--- config.mk ---
export PLATFORM = sky130hd
export DESIGN_NAME = red_pitaya_asg_seq
export DESIGN_NICKNAME = d
export VERILOG_FILES = /design/src/rtl/asg_seq_pkg.sv /design/src/rtl/asg_seq_tbl.sv /design/src/rtl/red_pitaya_asg_seq.sv
export SDC_FILE = /design/constraint.sdc
export NUM_CORES = 2
export LEC_CHECK = 0
export CAP_MARGIN = 25
export CORE_MARGIN = 1.5
export CORE_UTILIZATION = 55
export CTS_CLUSTER_DIAMETER = 30
export DETAILED_ROUTE_END_ITERATION = 16
export PLACE_DENSITY = 0.73
export SLEW_MARGIN = 20
export SYNTH_ARGS = -nofsm -noshare
export SYNTH_HDL_FRONTEND = slang
export SYNTH_SLANG_ARGS = --single-unit
--- constraint.sdc ---
create_clock -name dac_clk_i -period 5.15 [get_ports dac_clk_i]
set_input_delay 1.03 -clock dac_clk_i [delete_from_list [all_inputs] [get_ports dac_clk_i]]
set_output_delay 1.03 -clock dac_clk_i [all_outputs]
set_load 0.02 [all_outputs]
--- src/rtl/asg_seq_pkg.sv ---
`default_nettype none
// ============================================================================
// asg_seq_pkg : field codes, FSM state codes and timeout for the ASG sequencer
// Rev 1.0
// ============================================================================
package asg_seq_pkg;

  localparam logic [1:0] FLD_OFS  = 2'd0;
  localparam logic [1:0] FLD_SIZE = 2'd1;
  localparam logic [1:0] FLD_STEP = 2'd2;
  localparam logic [1:0] FLD_NCYC = 2'd3;

  localparam logic [2:0] ST_IDLE  = 3'd0;
  localparam logic [2:0] ST_LOAD  = 3'd1;
  localparam logic [2:0] ST_LATCH = 3'd2;
  localparam logic [2:0] ST_RST   = 3'd3;
  localparam logic [2:0] ST_TRIG  = 3'd4;
  localparam logic [2:0] ST_WAITB = 3'd5;
  localparam logic [2:0] ST_RUN   = 3'd6;
  localparam logic [2:0] ST_NEXT  = 3'd7;

  localparam int unsigned WAITB_TMO = 16;

endpackage
`default_nettype wire

--- src/rtl/asg_seq_tbl.sv ---
`default_nettype none
// ============================================================================
// asg_seq_tbl : NSEG x 4-field segment table, one write port, registered
//               readback port and registered sequencer port
// Rev 1.0
// ============================================================================
module asg_seq_tbl
  import asg_seq_pkg::*;
#(
  parameter int RSZ  = 14,
  parameter int NSEG = 8,
  parameter int SW   = 3
) (
  input  logic              clk_i,
  input  logic              rst_i,
  input  logic              we_i,
  input  logic [SW-1:0]     seg_i,
  input  logic [1:0]        fld_i,
  input  logic [31:0]       wdata_i,
  output logic [31:0]       rdata_o,
  input  logic [SW-1:0]     sq_seg_i,
  output logic [RSZ+15:0]   sq_ofs_o,
  output logic [RSZ+15:0]   sq_size_o,
  output logic [RSZ+15:0]   sq_step_o,
  output logic [15:0]       sq_ncyc_o
);

  localparam int W = RSZ + 16;

  logic [W-1:0]  ofs_mem  [NSEG];
  logic [W-1:0]  size_mem [NSEG];
  logic [W-1:0]  step_mem [NSEG];
  logic [15:0]   ncyc_mem [NSEG];

  logic [31:0]   rdata_d, rdata_q;
  logic [W-1:0]  sq_ofs_q, sq_size_q, sq_step_q;
  logic [15:0]   sq_ncyc_q;

  logic          unused_wdata;
  assign unused_wdata = ^wdata_i[31:W];

  // Storage has no reset; only the readback register is cleared.
  always_ff @(posedge clk_i) begin
    if (we_i) begin
      case (fld_i)
        FLD_OFS:  ofs_mem[seg_i]  <= wdata_i[W-1:0];
        FLD_SIZE: size_mem[seg_i] <= wdata_i[W-1:0];
        FLD_STEP: step_mem[seg_i] <= wdata_i[W-1:0];
        FLD_NCYC: ncyc_mem[seg_i] <= wdata_i[15:0];
      endcase
    end
    sq_ofs_q  <= ofs_mem[sq_seg_i];
    sq_size_q <= size_mem[sq_seg_i];
    sq_step_q <= step_mem[sq_seg_i];
    sq_ncyc_q <= ncyc_mem[sq_seg_i];
  end

  always_comb begin
    rdata_d = '0;
    case (fld_i)
      FLD_OFS:  rdata_d[W-1:0] = ofs_mem[seg_i];
      FLD_SIZE: rdata_d[W-1:0] = size_mem[seg_i];
      FLD_STEP: rdata_d[W-1:0] = step_mem[seg_i];
      FLD_NCYC: rdata_d[15:0]  = ncyc_mem[seg_i];
    endcase
  end

  always_ff @(posedge clk_i) begin
    if (rst_i) begin
      rdata_q <= '0;
    end else begin
      rdata_q <= rdata_d;
    end
  end

  assign rdata_o   = rdata_q;
  assign sq_ofs_o  = sq_ofs_q;
  assign sq_size_o = sq_size_q;
  assign sq_step_o = sq_step_q;
  assign sq_ncyc_o = sq_ncyc_q;

endmodule
`default_nettype wire

--- src/rtl/red_pitaya_asg_seq.sv ---
`default_nettype none
// ============================================================================
// red_pitaya_asg_seq : segment sequencer that programs, resets and triggers
//                      one ASG channel per table entry
// Rev 1.0
// ============================================================================
module red_pitaya_asg_seq
  import asg_seq_pkg::*;
#(
  parameter int RSZ  = 14,
  parameter int NSEG = 8,
  parameter int SW   = 3
) (
  input  logic              dac_clk_i,
  input  logic              dac_rst_i,
  input  logic              cfg_we_i,
  input  logic [SW-1:0]     cfg_seg_i,
  input  logic [1:0]        cfg_fld_i,
  input  logic [31:0]       cfg_wdata_i,
  output logic [31:0]       cfg_rdata_o,
  input  logic [SW:0]       seq_len_i,
  input  logic              seq_loop_i,
  input  logic              seq_start_i,
  input  logic              seq_stop_i,
  input  logic              ch_busy_i,
  output logic [RSZ+15:0]   set_ofs_o,
  output logic [RSZ+15:0]   set_size_o,
  output logic [RSZ+15:0]   set_step_o,
  output logic [15:0]       set_ncyc_o,
  output logic              set_rst_o,
  output logic              trig_o,
  output logic              seq_busy_o,
  output logic [SW-1:0]     seq_seg_o,
  output logic              seq_done_o,
  output logic              seq_err_o
);

  localparam int W  = RSZ + 16;
  localparam int CW = $clog2(WAITB_TMO);

  logic [2:0]    state_q, state_d;
  logic [SW-1:0] seg_q, seg_d;
  logic [CW-1:0] wcnt_q, wcnt_d;
  logic [W-1:0]  ofs_q, ofs_d, size_q, size_d, step_q, step_d;
  logic [15:0]   ncyc_q, ncyc_d;
  logic          rst_q, rst_d, trig_q, trig_d, done_q, done_d, err_q, err_d;
  logic          stop_rst;

  logic [W-1:0]  tbl_ofs, tbl_size, tbl_step;
  logic [15:0]   tbl_ncyc;
  logic [SW:0]   eff_len;
  logic          last_seg;

  // Sequencer read address is the next segment, so the entry's data is
  // already valid while in LOAD.
  asg_seq_tbl #(
    .RSZ  (RSZ),
    .NSEG (NSEG),
    .SW   (SW)
  ) u_tbl (
    .clk_i     (dac_clk_i),
    .rst_i     (dac_rst_i),
    .we_i      (cfg_we_i),
    .seg_i     (cfg_seg_i),
    .fld_i     (cfg_fld_i),
    .wdata_i   (cfg_wdata_i),
    .rdata_o   (cfg_rdata_o),
    .sq_seg_i  (seg_d),
    .sq_ofs_o  (tbl_ofs),
    .sq_size_o (tbl_size),
    .sq_step_o (tbl_step),
    .sq_ncyc_o (tbl_ncyc)
  );

  assign eff_len  = (seq_len_i > (SW+1)'(NSEG)) ? (SW+1)'(NSEG) : seq_len_i;
  assign last_seg = (({1'b0, seg_q} + (SW+1)'(1)) >= eff_len);

  always_comb begin
    state_d  = state_q;
    seg_d    = seg_q;
    wcnt_d   = wcnt_q;
    ofs_d    = ofs_q;
    size_d   = size_q;
    step_d   = step_q;
    ncyc_d   = ncyc_q;
    done_d   = 1'b0;
    err_d    = err_q;
    stop_rst = 1'b0;
    if (seq_stop_i && (state_q != ST_IDLE)) begin
      state_d  = ST_IDLE;
      stop_rst = 1'b1;
    end else begin
      case (state_q)
        ST_IDLE: begin
          if (seq_start_i && !seq_stop_i && (seq_len_i != '0)) begin
            state_d = ST_LOAD;
            seg_d   = '0;
            err_d   = 1'b0;
          end
        end
        // Fields reach set_*_o as LATCH begins, a full cycle ahead of set_rst_o.
        ST_LOAD: begin
          ofs_d   = tbl_ofs;
          size_d  = tbl_size;
          step_d  = tbl_step;
          ncyc_d  = (tbl_ncyc == 16'd0) ? 16'd1 : tbl_ncyc;
          state_d = ST_LATCH;
        end
        ST_LATCH: state_d = ST_RST;
        ST_RST:   state_d = ST_TRIG;
        ST_TRIG: begin
          wcnt_d  = '0;
          state_d = ST_WAITB;
        end
        ST_WAITB: begin
          if (ch_busy_i) begin
            state_d = ST_RUN;
          end else if (wcnt_q == CW'(WAITB_TMO - 1)) begin
            err_d   = 1'b1;
            state_d = ST_NEXT;
          end else begin
            wcnt_d = wcnt_q + CW'(1);
          end
        end
        ST_RUN: begin
          if (!ch_busy_i) begin
            state_d = ST_NEXT;
          end
        end
        ST_NEXT: begin
          if (!last_seg) begin
            seg_d   = seg_q + SW'(1);
            state_d = ST_LOAD;
          end else if (seq_loop_i) begin
            seg_d   = '0;
            state_d = ST_LOAD;
          end else begin
            done_d  = 1'b1;
            state_d = ST_IDLE;
          end
        end
        default: state_d = ST_IDLE;
      endcase
    end
    rst_d  = stop_rst | (state_d == ST_RST);
    trig_d = (state_d == ST_TRIG);
  end

  always_ff @(posedge dac_clk_i) begin
    if (dac_rst_i) begin
      state_q <= ST_IDLE;
      seg_q   <= '0;
      wcnt_q  <= '0;
      ofs_q   <= '0;
      size_q  <= '0;
      step_q  <= '0;
      ncyc_q  <= '0;
      rst_q   <= 1'b0;
      trig_q  <= 1'b0;
      done_q  <= 1'b0;
      err_q   <= 1'b0;
    end else begin
      state_q <= state_d;
      seg_q   <= seg_d;
      wcnt_q  <= wcnt_d;
      ofs_q   <= ofs_d;
      size_q  <= size_d;
      step_q  <= step_d;
      ncyc_q  <= ncyc_d;
      rst_q   <= rst_d;
      trig_q  <= trig_d;
      done_q  <= done_d;
      err_q   <= err_d;
    end
  end

  assign set_ofs_o  = ofs_q;
  assign set_size_o = size_q;
  assign set_step_o = step_q;
  assign set_ncyc_o = ncyc_q;
  assign set_rst_o  = rst_q;
  assign trig_o     = trig_q;
  assign seq_busy_o = (state_q != ST_IDLE);
  assign seq_seg_o  = seg_q;
  assign seq_done_o = done_q;
  assign seq_err_o  = err_q;

endmodule
`default_nettype wire

==> results.md <==
| Result | This run |
| --- | --- |
| I/O pin count | 194 |
| Via density | 6.70 |
| Worst Setup Slack post-DPL | 0.713 ns |
| Die boundary width | 290 um |
| Cell repeated most along the worst path | sky130_fd_sc_hd__ha_1 |
| R2R Path Start | seq_seg_o[0] |
| Starting density of the core | 55.4% |
| Via count of the first global-routing pass | 34105 |
| Yosys cell types | 67 |
| Power Total | 0.0233 W |
| TritonCTS Sinks | 1104 |
| Final period demand of the worst path | 3.92 ns |
| Buffering stage count on the worst path with inverters included | 2 |
| Cell types with the largest area share after synthesis | sky130_fd_sc_hd__edfxtp_1, sky130_fd_sc_hd__dfxtp_1, sky130_fd_sc_hd__nand2_1, sky130_fd_sc_hd__a22oi_1, sky130_fd_sc_hd__mux2i_1 |
| Failing checks | antenna violations |
| Clock buffers created by TritonCTS | 190 |
| Layout overhead on the synthesized area | 23.3% |
| Number of hold violations in the final report | 0 |
| Number of max-cap violations | 0 |
| Number of H-tree levels | 4 |
| Slowest stage cell on the critical path | sky130_fd_sc_hd__o221a_4 |
| Overall die height | 290 um |
| RSZ-0062 raised after global routing | no |
| TritonCTS clock tree | done |
| Max VDD drop | 304 uV |
| CP Capture Type | register |
| Most used flip-flop cell after synthesis | sky130_fd_sc_hd__edfxtp_1 |
| Final Worst Setup Slack | 1.23 ns |
| Power density of the placed cells | 418 mW/mm2 |
| Iteration-0 DRC count of the detailed router | 5543 |
| Number of cells upsized or downsized after cts | 0 |
| Area share of the largest cell type after synthesis | 56.3% |
| Post-CTS setup-driven buffer insertion count | 0 |
| EDFF count, synth | 848 |
| Hold crit path type | register to register |
| Worst Hold Path EP | set_ofs_o[24] |
| Detail-routed net length per standard cell | 27.9 um |
| Count of input and output buffers | 189 |
| Initial DRT Pass Iterations | 12 |
| Global-route congestion overflow total | 0 |
| Crit path launch | seq_seg_o[0] |
| Period utilization | 76.1% |
| Max FO, Critical Path | 34 |
| Cell count after synthesis | 3726 |
| Data arrival at the endpoint of the critical path | 4.64 ns |
| Max-slew headroom at the worst pin | 23.4% |
| Synthesized area | 0.0453 mm2 |
| Startpoint-to-endpoint class of the critical path | register to register |
| Worst min-delay path startpoint | u_tbl.sq_ofs_o[24] |
| Largest net degree at the start of global routing | 108 |
| Sum of net half-perimeters after detailed placement | 81.4 mm |
| Global-route wire length before repair | 212 mm |
| Clock Latency Late Sink | 0.79 ns |
| Terminus of the critical flop-to-flop path | u_tbl.sq_ofs_o[10] |
| RD Place Congestion | 0.915 |
| Vias after detailed routing | 35012 |
| Fraction of synthesis flops using an asynchronous set or reset pin | 0% |
| Largest stage delay on the critical path | 0.65 ns |
| Required time of the critical path | 5.87 ns |
| Hold-fix buffer count after cts | 0 |
| Outcome | finished, violations left |
| Global-route total usage across every layer | 34.0% |
| Post-detailed-route count of antenna-violating nets | 1 |
| Rows | 105 |
| Dominant cell type by area after synthesis | sky130_fd_sc_hd__edfxtp_1 |
| Slew at the pin closest to its max-slew limit | 1.14 ns |
| Ratio of cells with drive above 1 in the final layout | 13.5% |
| Setup TNS Final | 0 ns |
| Clock skew after layout | 0.0425 ns |
| FF-to-FF setup slack | 1.23 ns |
| Number of stages on the worst hold path | 2 |
| Number of nets in the layout | 4039 |
| Clock buffer depth | 3 |
| Crit path max-delay family | compound AO/OA/AOI/OAI gates |
| Cell chain of the critical path | ha_1 -> xnor2_1 -> inv_1 -> ha_1 -> o21a_1 -> nor2_1 -> o21ai_0 -> o221a_4 -> buf_4 -> nand2_1 -> a32oi_1 -> and3_1 |
| Initial antenna violation count | 5 |
| Number of setup violations in the final report | 0 |
| Final cell utilization of the core | 68.3% |
| Die outline area | 0.0840 mm2 |
| Total detailed-routing wirelength | 146 mm |
| Fin. max-slew vios | 0 |
| Fmax achieved | 255 MHz |
| Floorplan Core Area | 0.0817 mm2 |
| Leakage power total | 19.1 nW |
| Cell chosen for the clock root | sky130_fd_sc_hd__clkbuf_16 |
| Share of synthesized area occupied by flip-flops and latches | 67.6% |
| Avg Inst Size Synth | 12.1 um2 |
| Depth of the worst register-to-register path | 12 |
| Number of flip-flops and latches in the synthesized netlist | 1104 |
| Critical path startpoint category | register |
| Synth warn | 0 |
| Drt drc | 0 |
| Clock input transition at the sequential cells of the worst setup and hold paths | 0.05 ns |
[sequential cells by signal, summed over array words and instances (netlist names)]
register / cells
set_ofs_o: 30
u_tbl.sq_ncyc_o: 16
wcnt_q: 4
seq_done_o: 1
set_ncyc_o: 16
u_tbl.rdata_o: 30
set_rst_o: 1
u_tbl.step_mem: 240
seq_err_o: 1
u_tbl.ofs_mem: 240
set_step_o: 30
u_tbl.sq_ofs_o: 30
u_tbl.sq_size_o: 30
trig_o: 1
u_tbl.size_mem: 240
set_size_o: 30
u_tbl.ncyc_mem: 128
u_tbl.sq_step_o: 30
state_q: 3
seq_seg_o: 3
[placed cells by master, fill, tap and decap left out, types with 24 or more instances in the layout]
cell,netlist,routed
sky130_fd_sc_hd__a22o_1,57,57
sky130_fd_sc_hd__a22oi_1,245,245
sky130_fd_sc_hd__mux2i_1,128,128
sky130_fd_sc_hd__o21ai_0,31,31
sky130_fd_sc_hd__clkdlybuf4s50_1,0,181
sky130_fd_sc_hd__edfxtp_1,848,848
sky130_fd_sc_hd__clkbuf_1,138,28
sky130_fd_sc_hd__a21oi_1,156,156
sky130_fd_sc_hd__buf_4,11,124
sky130_fd_sc_hd__buf_12,0,36
sky130_fd_sc_hd__nor2_1,75,51
sky130_fd_sc_hd__dfxtp_1,256,256
sky130_fd_sc_hd__nor2_4,0,24
sky130_fd_sc_hd__nand2_1,907,907
sky130_fd_sc_hd__nand3_1,224,224
sky130_fd_sc_hd__nor3_1,26,25
sky130_fd_sc_hd__and3_1,110,109
sky130_fd_sc_hd__a221oi_1,56,56
sky130_fd_sc_hd__nand4_1,42,42
sky130_fd_sc_hd__a32oi_1,106,106
sky130_fd_sc_hd__clkinv_2,0,25
sky130_fd_sc_hd__clkbuf_16,0,198
[per-stage QoR]
stage | area, um2 | cells | hold slack, ns
after detailed placement | 49200 | 4863 | 0.425
after global routing | 55800 | 5221 | 0.454
after global placement | 49100 | 4859 | 0.422
after CTS | 55800 | 5220 | 0.431
after floorplan | 45300 | 3727 | 0.417
final | 55800 | 5227 | 0.431
[report_power, final]
group | internal (W) | total, W | switching [W]
Clock | 0.00793 | 0.0126 | 0.00463
Sequential | 0.00973 | 0.00979 | 0.0000608
Combinational | 0.000312 | 0.000990 | 0.000678
Total | 0.0180 | 0.0233 | 0.00537
[layer usage]
| layer | vias to the layer above | wire (um) | global-route usage, % |
|---|---|---|---|
| met1 | 16841 | 52000 | 45.0 |
| met2 | 2981 | 66300 | 51.8 |
| li1 | 14665 | - | - |
| met5 | - | 20 | 0 |
| met4 | 4 | 6720 | 17.7 |
| met3 | 521 | 20700 | 8.92 |
[cell families (layout without fill, tap and decap cells)]
group                      Yosys count  in the layout  synth area share [%]
muxes                              147            147                  3.50
and+or+nand+nor                   1424           1424                  13.6
AOI/OAI and AO/OA                  743            743                  12.2
xor gates and xnor gates             5              5                0.0968
DFF                               1104           1104                  67.6
buffers and inverters              296            719                  2.86
other                                1              9               0.00829
adders and majority gates            6              6                 0.166
[cell usage after synthesis, drive strengths merged, types with 3 or more instances]
library cell and number:
nand3 224, edfxtp 848, mux2 11, xnor2 3
o211ai 6, a311o 14, a21oi 157, and3 110
nor4 4, a22oi 245, nand2 907, a32oi 106
a2111oi 10, a221oi 56, nor2b 11, mux4 8
nand2b 7, buf 147, clkbuf 140, dfxtp 256
a211oi 11, inv 9, or3 3, a22o 57
or2 4, mux2i 128, a41oi 20, a31oi 11
o21ai 32, ha 6, nor2 75, nor3 28
nand4 42, and2 5
[worst register-to-register path, cell delays in order (launching register included)]
cell	delay, ns
sky130_fd_sc_hd__dfxtp_1	0.38
sky130_fd_sc_hd__ha_1	0.31
sky130_fd_sc_hd__xnor2_1	0.41
sky130_fd_sc_hd__inv_1	0.09
sky130_fd_sc_hd__ha_1	0.28
sky130_fd_sc_hd__o21a_1	0.11
sky130_fd_sc_hd__nor2_1	0.09
sky130_fd_sc_hd__o21ai_0	0.43
sky130_fd_sc_hd__o221a_4	0.65
sky130_fd_sc_hd__buf_4	0.54
sky130_fd_sc_hd__nand2_1	0.18
sky130_fd_sc_hd__a32oi_1	0.25
sky130_fd_sc_hd__and3_1	0.18
[how the worst max path moves through the flow]
stage	end	slack, ns	cells past startpoint
after detailed placement	u_tbl.sq_ofs_o[10]	0.71	11
after floorplan	u_tbl.ofs_mem[0][0]	1.21	6
final	u_tbl.sq_ofs_o[10]	1.23	12
after global routing	u_tbl.sq_ofs_o[28]	0.96	12
after CTS	u_tbl.sq_size_o[18]	1.23	13
after global placement	u_tbl.rdata_o[11]	0.76	10
[final cells by class]
type / count / area, um2
Sequential cell: 1104 / 30600
Antenna cell: 7 / 17.5
Clock buffer: 239 / 5240
Clock inverter: 118 / 1360
Fill cell: 5529 / 25900
Tap cell: 1070 / 1340
Timing Repair Buffer: 353 / 3570
Multi-Input combinational cell: 2327 / 13700
Inverter: 9 / 33.8
Note: power is estimated with default switching activity, not from simulation.
